[src/rtl/conv_pipe_mc.sv]
// Multi-channel SIZE x SIZE convolution engine: 3-stage pipeline, valid/ready, loadable kernel.
// Define CONV_SAT_EN to clamp the result to OUT_W; otherwise it wraps to the OUT_W LSBs.
module conv_pipe_mc #(
   parameter int SIZE      = 3,
   parameter int WIDTH_BIT = 8,
   parameter int CH        = 2,
   parameter int OUT_SHIFT = 0,
   parameter int OUT_W     = 8
) (
   input  logic                                  clock,
   input  logic                                  reset,
   input  logic                                  k_we,
   input  logic [((CH > 1) ? $clog2(CH) : 1)-1:0] k_ch,
   input  logic [$clog2(SIZE)-1:0]               k_row,
   input  logic [$clog2(SIZE)-1:0]               k_col,
   input  logic signed [WIDTH_BIT-1:0]           k_data,
   input  logic                                  in_valid,
   output logic                                  in_ready,
   input  logic [CH*SIZE*SIZE*WIDTH_BIT-1:0]     in_win,
   output logic                                  out_valid,
   input  logic                                  out_ready,
   output logic signed [OUT_W-1:0]               out_data,
   output logic                                  busy
);

   localparam int ACC_W = 2*WIDTH_BIT + $clog2(SIZE*SIZE*CH);
   localparam int PW    = 2*WIDTH_BIT;
   localparam int CH_W  = (CH > 1) ? $clog2(CH) : 1;
   localparam int IX_W  = $clog2(SIZE);

   // Lookup masks marking which index codes address a real coefficient.
   localparam logic [(1<<CH_W)-1:0] CH_OK = {(1<<CH_W){1'b1}} >> ((1<<CH_W) - CH);
   localparam logic [(1<<IX_W)-1:0] IX_OK = {(1<<IX_W){1'b1}} >> ((1<<IX_W) - SIZE);
   localparam logic signed [ACC_W:0] RND_ADD = (ACC_W+1)'((2 ** OUT_SHIFT) / 2);

   logic signed [WIDTH_BIT-1:0] kern_q   [CH][SIZE][SIZE];
   logic signed [PW-1:0]        prod_q   [CH][SIZE][SIZE];
   logic signed [PW-1:0]        prod_d   [CH][SIZE][SIZE];
   logic signed [ACC_W-1:0]     rowSum_q [CH][SIZE];
   logic signed [ACC_W-1:0]     rowSum_d [CH][SIZE];
   logic signed [ACC_W-1:0]     total;
   logic signed [ACC_W:0]       rnd;
   logic signed [OUT_W-1:0]     outData_q, outData_d;
   logic                        v1_q, v2_q, outValid_q;
   logic                        adv;

   assign adv       = !outValid_q || out_ready;
   assign in_ready  = adv;
   assign out_valid = outValid_q;
   assign out_data  = outData_q;
   assign busy      = v1_q | v2_q | outValid_q;

   // Kernel writes are independent of the pipeline stall, so a window taken on the same edge sees the old value.
   always_ff @(posedge clock) begin
      if (reset) begin
         for (int c = 0; c < CH; c++)
            for (int r = 0; r < SIZE; r++)
               for (int k = 0; k < SIZE; k++)
                  kern_q[c][r][k] <= '0;
      end else if (k_we && CH_OK[k_ch] && IX_OK[k_row] && IX_OK[k_col]) begin
         kern_q[k_ch][k_row][k_col] <= k_data;
      end
   end

   always_comb begin
      for (int c = 0; c < CH; c++)
         for (int r = 0; r < SIZE; r++)
            for (int k = 0; k < SIZE; k++)
               prod_d[c][r][k] = PW'($signed(in_win[((c*SIZE + r)*SIZE + k)*WIDTH_BIT +: WIDTH_BIT]))
                               * PW'(kern_q[c][r][k]);
   end

   always_comb begin
      for (int c = 0; c < CH; c++)
         for (int r = 0; r < SIZE; r++) begin
            rowSum_d[c][r] = '0;
            for (int k = 0; k < SIZE; k++)
               rowSum_d[c][r] = rowSum_d[c][r] + ACC_W'(prod_q[c][r][k]);
         end
   end

   // One extra bit keeps the round-half-up addition from overflowing before the shift.
   always_comb begin
      total = '0;
      for (int c = 0; c < CH; c++)
         for (int r = 0; r < SIZE; r++)
            total = total + rowSum_q[c][r];
      rnd = ((ACC_W+1)'(total) + RND_ADD) >>> OUT_SHIFT;
`ifdef CONV_SAT_EN
      if (rnd > (ACC_W+1)'((2 ** (OUT_W-1)) - 1))
         outData_d = {1'b0, {(OUT_W-1){1'b1}}};
      else if (rnd < -((ACC_W+1)'(2 ** (OUT_W-1))))
         outData_d = {1'b1, {(OUT_W-1){1'b0}}};
      else
         outData_d = rnd[OUT_W-1:0];
`else
      outData_d = rnd[OUT_W-1:0];
`endif
   end

   // All stages share a single advance enable; bubbles travel with the data.
   always_ff @(posedge clock) begin
      if (reset) begin
         v1_q       <= 1'b0;
         v2_q       <= 1'b0;
         outValid_q <= 1'b0;
         outData_q  <= '0;
      end else if (adv) begin
         v1_q       <= in_valid;
         prod_q     <= prod_d;
         v2_q       <= v1_q;
         rowSum_q   <= rowSum_d;
         outValid_q <= v2_q;
         outData_q  <= outData_d;
      end
   end

endmodule

[config.mk]
export PLATFORM = sky130hd
export DESIGN_NAME = conv_pipe_mc
export DESIGN_NICKNAME = d
export VERILOG_FILES = /design/src/rtl/conv_pipe_mc.sv
export SDC_FILE = /design/constraint.sdc
export NUM_CORES = 2
export LEC_CHECK = 0
export CAP_MARGIN = 30
export CORE_ASPECT_RATIO = 1.5
export CORE_MARGIN = 4
export CORE_UTILIZATION = 50
export CTS_CLUSTER_DIAMETER = 150
export DETAILED_ROUTE_END_ITERATION = 8
export DONT_BUFFER_PORTS = 1
export SETUP_SLACK_MARGIN = 0.2
export SLEW_MARGIN = 20
export SYNTH_ARGS = -nofsm -noshare
export SYNTH_HDL_FRONTEND = slang
export SYNTH_SLANG_ARGS = --single-unit
[constraint.sdc]
create_clock -name clock -period 35.8 [get_ports clock]
set_input_delay 7.16 -clock clock [delete_from_list [all_inputs] [get_ports clock]]
set_output_delay 7.16 -clock clock [all_outputs]
set_load 0.005 [all_outputs]
==> impl.org <==
** Final layout
- Sequential cell area :: 0.0103 mm2
- After filler insertion, the fill cell instance count of the layout stands at 5427.
- The final layout contains 3722 nets.
- Compared with the post-synthesis result, the final layout area differs by 7.40%.
- Summing all multi-input logic gate instances after layout gives 0.0189 mm2.
- 0 antenna diodes ended up in the layout.
- After routing the design area is 0.0336 mm2.
- Layout cell share with drive strength beyond 1 :: 0.0281

** Timing
- Time the worst path needs with I/O delays and setup :: 15340 ps
- Across the routed clock network, the largest skew measured is 12.1 ps.
- Setup repair after global routing left no endpoint under its margin.
- Dividing the final minimum period by the clock period gives 0.429.
- Rel. slew slack :: 0.274
- Summed over all failing endpoints, the final setup total negative slack is 0 ps.
- Upper clock frequency limit :: 0.0652 GHz
- Transition time of the tightest slew-check pin :: 1090 ps
- # setup viols final :: 0
- Final number of max-transition violations :: 0
- The number of hold-slack violations in the final timing report came to 0.

** Floorplan
- Die Wd :: 212 um
- For this configuration, the core starts out at a cell density of 0.504.
- Die extent in y :: 314 um
- After floorplanning, the core was divided into 112 placement rows.
- Area of the core :: 0.0621 mm2
- For this design the top-level I/O count stands at 173.
- Area enclosed by the die boundary :: 0.0667 mm2

** Clocking
- Clock insertion delay at the later pin of the skew report :: 550 ps
- Clock-pin slew was measured on the worst setup and hold paths at 50 ps.
- Number of buffers created by CTS :: 41
- Cts hold-fix bufs :: 0
- # H-tree levels :: 2
- Buffers added to address setup during post-CTS repair amount to 0.
- Largest buffer count on any clock path :: 3
- The number of gates resized after CTS was 0.
- The tree is rooted in a clkbuf_16.
- TritonCTS built the clock tree.
- Clock sinks :: 347

** Detailed routing
- Once detail routing completed, the nets flagged for antenna violations numbered 0.
- Initial drt markers :: 682
- Number of vias per cell after detailed routing :: 5.01
- Number of vias after detailed routing :: 18600
- Number of optimization iterations in the first detailed-route pass :: 5
- The final layout contains routed wiring with a total length of 66.3 mm.
- In the routed design, unresolved DRC markers number 0.
- Routed wire length per instance :: 17.9 um

** Synthesis
- Of the total synthesized cell area, the portion taken by XOR and XNOR cells is 0.103.
- Sorting the synthesized cells by how often they occur yields inv_1 (536), and2_1 (490), ha_1 (384), edfxtp_1 (336), xnor2_1 (318).
- Of the total synthesized cell area, the portion taken by AND, OR, NAND and NOR gates is 0.139.
- Compound-cell area share of the yosys netlist :: 0.0231
- Synthesized Nets :: 3686
- The share of the Yosys chip area taken by registers is 0.330.
- Of all flip-flops after synthesis, the portion carrying an async set or reset was 0.
- Cell area after synthesis :: 0.0313 mm2
- Dominant combinational cell family by area after synthesis :: adder cells
- The share of synthesized area in the top cell type comes to 0.322.
- Synthesis produced a netlist whose cell count is 2849.
- Yosys attributes the largest share of cell area to edfxtp_1 (32%), fa_1 (19%), ha_1 (15%), and2_1 (9.8%), xnor2_1 (8.9%).
- Mapped Avg Cell Area :: 11.0 um2
- Library cell occupying the most area in the post-synthesis netlist :: edfxtp_1
- inv_1 is the most common cell in the netlist.
- Number of flops mapped to enable cells by yosys :: 336
- After synthesis, the netlist uses 30 different library cells.
- The Yosys step of the flow raised 0 warnings.
- Top flip-flop cell by instance count after synthesis :: edfxtp_1
- Adder-cell area share of the yosys netlist :: 0.340
- The portion of synthesized area spent on multiplexers is 0.
- Register bit total from synthesis :: 347

** Place
- Summing all placed instances gives a cell area of 0.0323 mm2.
- The count of buffers added on input and output ports is 0.
- Detail Placement HPWL :: 53.8 mm
- At the end of routability-driven placement, the weighted congestion stood at 0.858.

** Worst setup path
- STA classifies the critical path startpoint as an input port.
- Data required time at the worst endpoint :: 28640 ps
- For flop-to-flop paths, the worst setup slack is 32030 ps.
- Family with the most delay on the worst path :: simple AND/OR/NAND/NOR gates
- Largest stage delay, worst path :: 600 ps
- Element type at the critical path end :: output pin
- R2R Path Start :: kern_q[1][42]$_DFFE_PP_
- CP Cell Sequence :: nor2b_1 -> inv_1
- Reg-to-Reg End :: prod_q[87]$_DFFE_PP_
- Number of logic stages on the critical path including buffering :: 2
- The critical path is of the input port to output pin type.
- CP bufs+invs :: 1
- Counting cells, the worst reg-to-reg path comes to 13.
- CP max stage cell :: nor2b_1
- Largest driver fanout on the critical path :: 13
- Data on the critical path arrives at its endpoint at 8180 ps.

** Min path
- Hold Path Stages :: 2
- For hold timing, the worst endpoint is v2_q$_SDFFE_PP0N_.
- Worst min-delay path category :: flop to flop
- In this run the most critical hold path is launched from v1_q$_SDFFE_PP0N_.

** Power and ir drop
- Leakage power :: 15.0 nW
- Total power :: 2.47 mW
- Maximum VDD drop :: 0.0963 mV
- Power Dens Cells :: 73.4 mW/mm2

** Global routing
- Maximum number of pins on one net before global-route repair :: 193
- GRT Residual Overflow :: 0
- In the global route stage, overall resource usage came out at 0.207.
- The first global-routing pass estimated 108 mm of wire.
- The number of global-route vias before repair came to 20500.
- Antenna violations before repair :: 2

** Flow run
- Total of max-cap violations :: 0

** Run status
- The run finished with clean final reports.
## layout make-up
cell class | instances | share of cell area
clock buffer | 47 | 0.0312
tap | 798 | 0.0297
multi-input combinational | 1953 | 0.563
sequential | 347 | 0.307
clock inverter | 24 | 0.00737
inverter | 536 | 0.0599
timing repair buffer | 6 | 0.00171
## metrics by stage
stage               setup WS (ps)  hold WS [ps]   util  std cells
finish                      20460           463  0.541       3711
global route                20370           486  0.541       3711
CTS                         20450           467  0.541       3711
detailed placement          20460           460  0.520       3640
global placement            20560           449  0.520       3638
floorplan                   19680           440      -       2849
## metal layers
layer | vias up | part of all wire | track usage
li1 | 8988 | - | -
met1 | 9156 | 0.38 | 0.235
met2 | 317 | 0.54 | 0.391
met3 | 113 | 0.049 | 0.0407
met4 | 0 | 0.029 | 0.0565
met5 | - | 0 | 0
## worst max-delay path by stage
stage | startpoint | end | slack, ps
final | out_ready | in_ready | 20460
after global routing | out_ready | in_ready | 20370
after CTS | out_ready | in_ready | 20450
after detailed placement | out_ready | in_ready | 20460
after global placement | out_ready | in_ready | 20560
after floorplan | out_ready | prod_q[0]$_DFFE_PP_ | 19680
## cell families after synthesis
group / Yosys count
adders and majority gates: 675
and+or+nand+nor: 798
buffers and inverters: 549
xor gates and xnor gates: 365
DFF: 347
AOI/OAI and AO/OA: 115
## where the power goes
| group | internal, mW | switching [mW] | total [mW] |
|---|---|---|---|
| clock network | 0.245 | 0.164 | 0.409 |
| logic | 0.650 | 0.735 | 1.39 |
| registers | 0.612 | 0.0601 | 0.672 |
| total | 1.51 | 0.959 | 2.47 |
## state kept, by name, summed over array words and instances, names as in the netlist
name / flops
out_data: 8
out_valid: 1
prod_q: 144
v1_q: 1
kern_q: 144
rowSum_q: 48
v2_q: 1
## cells in the final DEF (no fill, tap or decap), types with 32 or more instances in the layout
| master | instances |
|---|---|
| a21o_1 | 32 |
| a21oi_1 | 61 |
| and2_1 | 490 |
| clkbuf_16 | 41 |
| edfxtp_1 | 336 |
| fa_1 | 291 |
| ha_1 | 384 |
| inv_1 | 536 |
| nand2_1 | 253 |
| xnor2_1 | 318 |
| xor2_1 | 46 |
No activity file was read; power rests on OpenSTA's default activity.
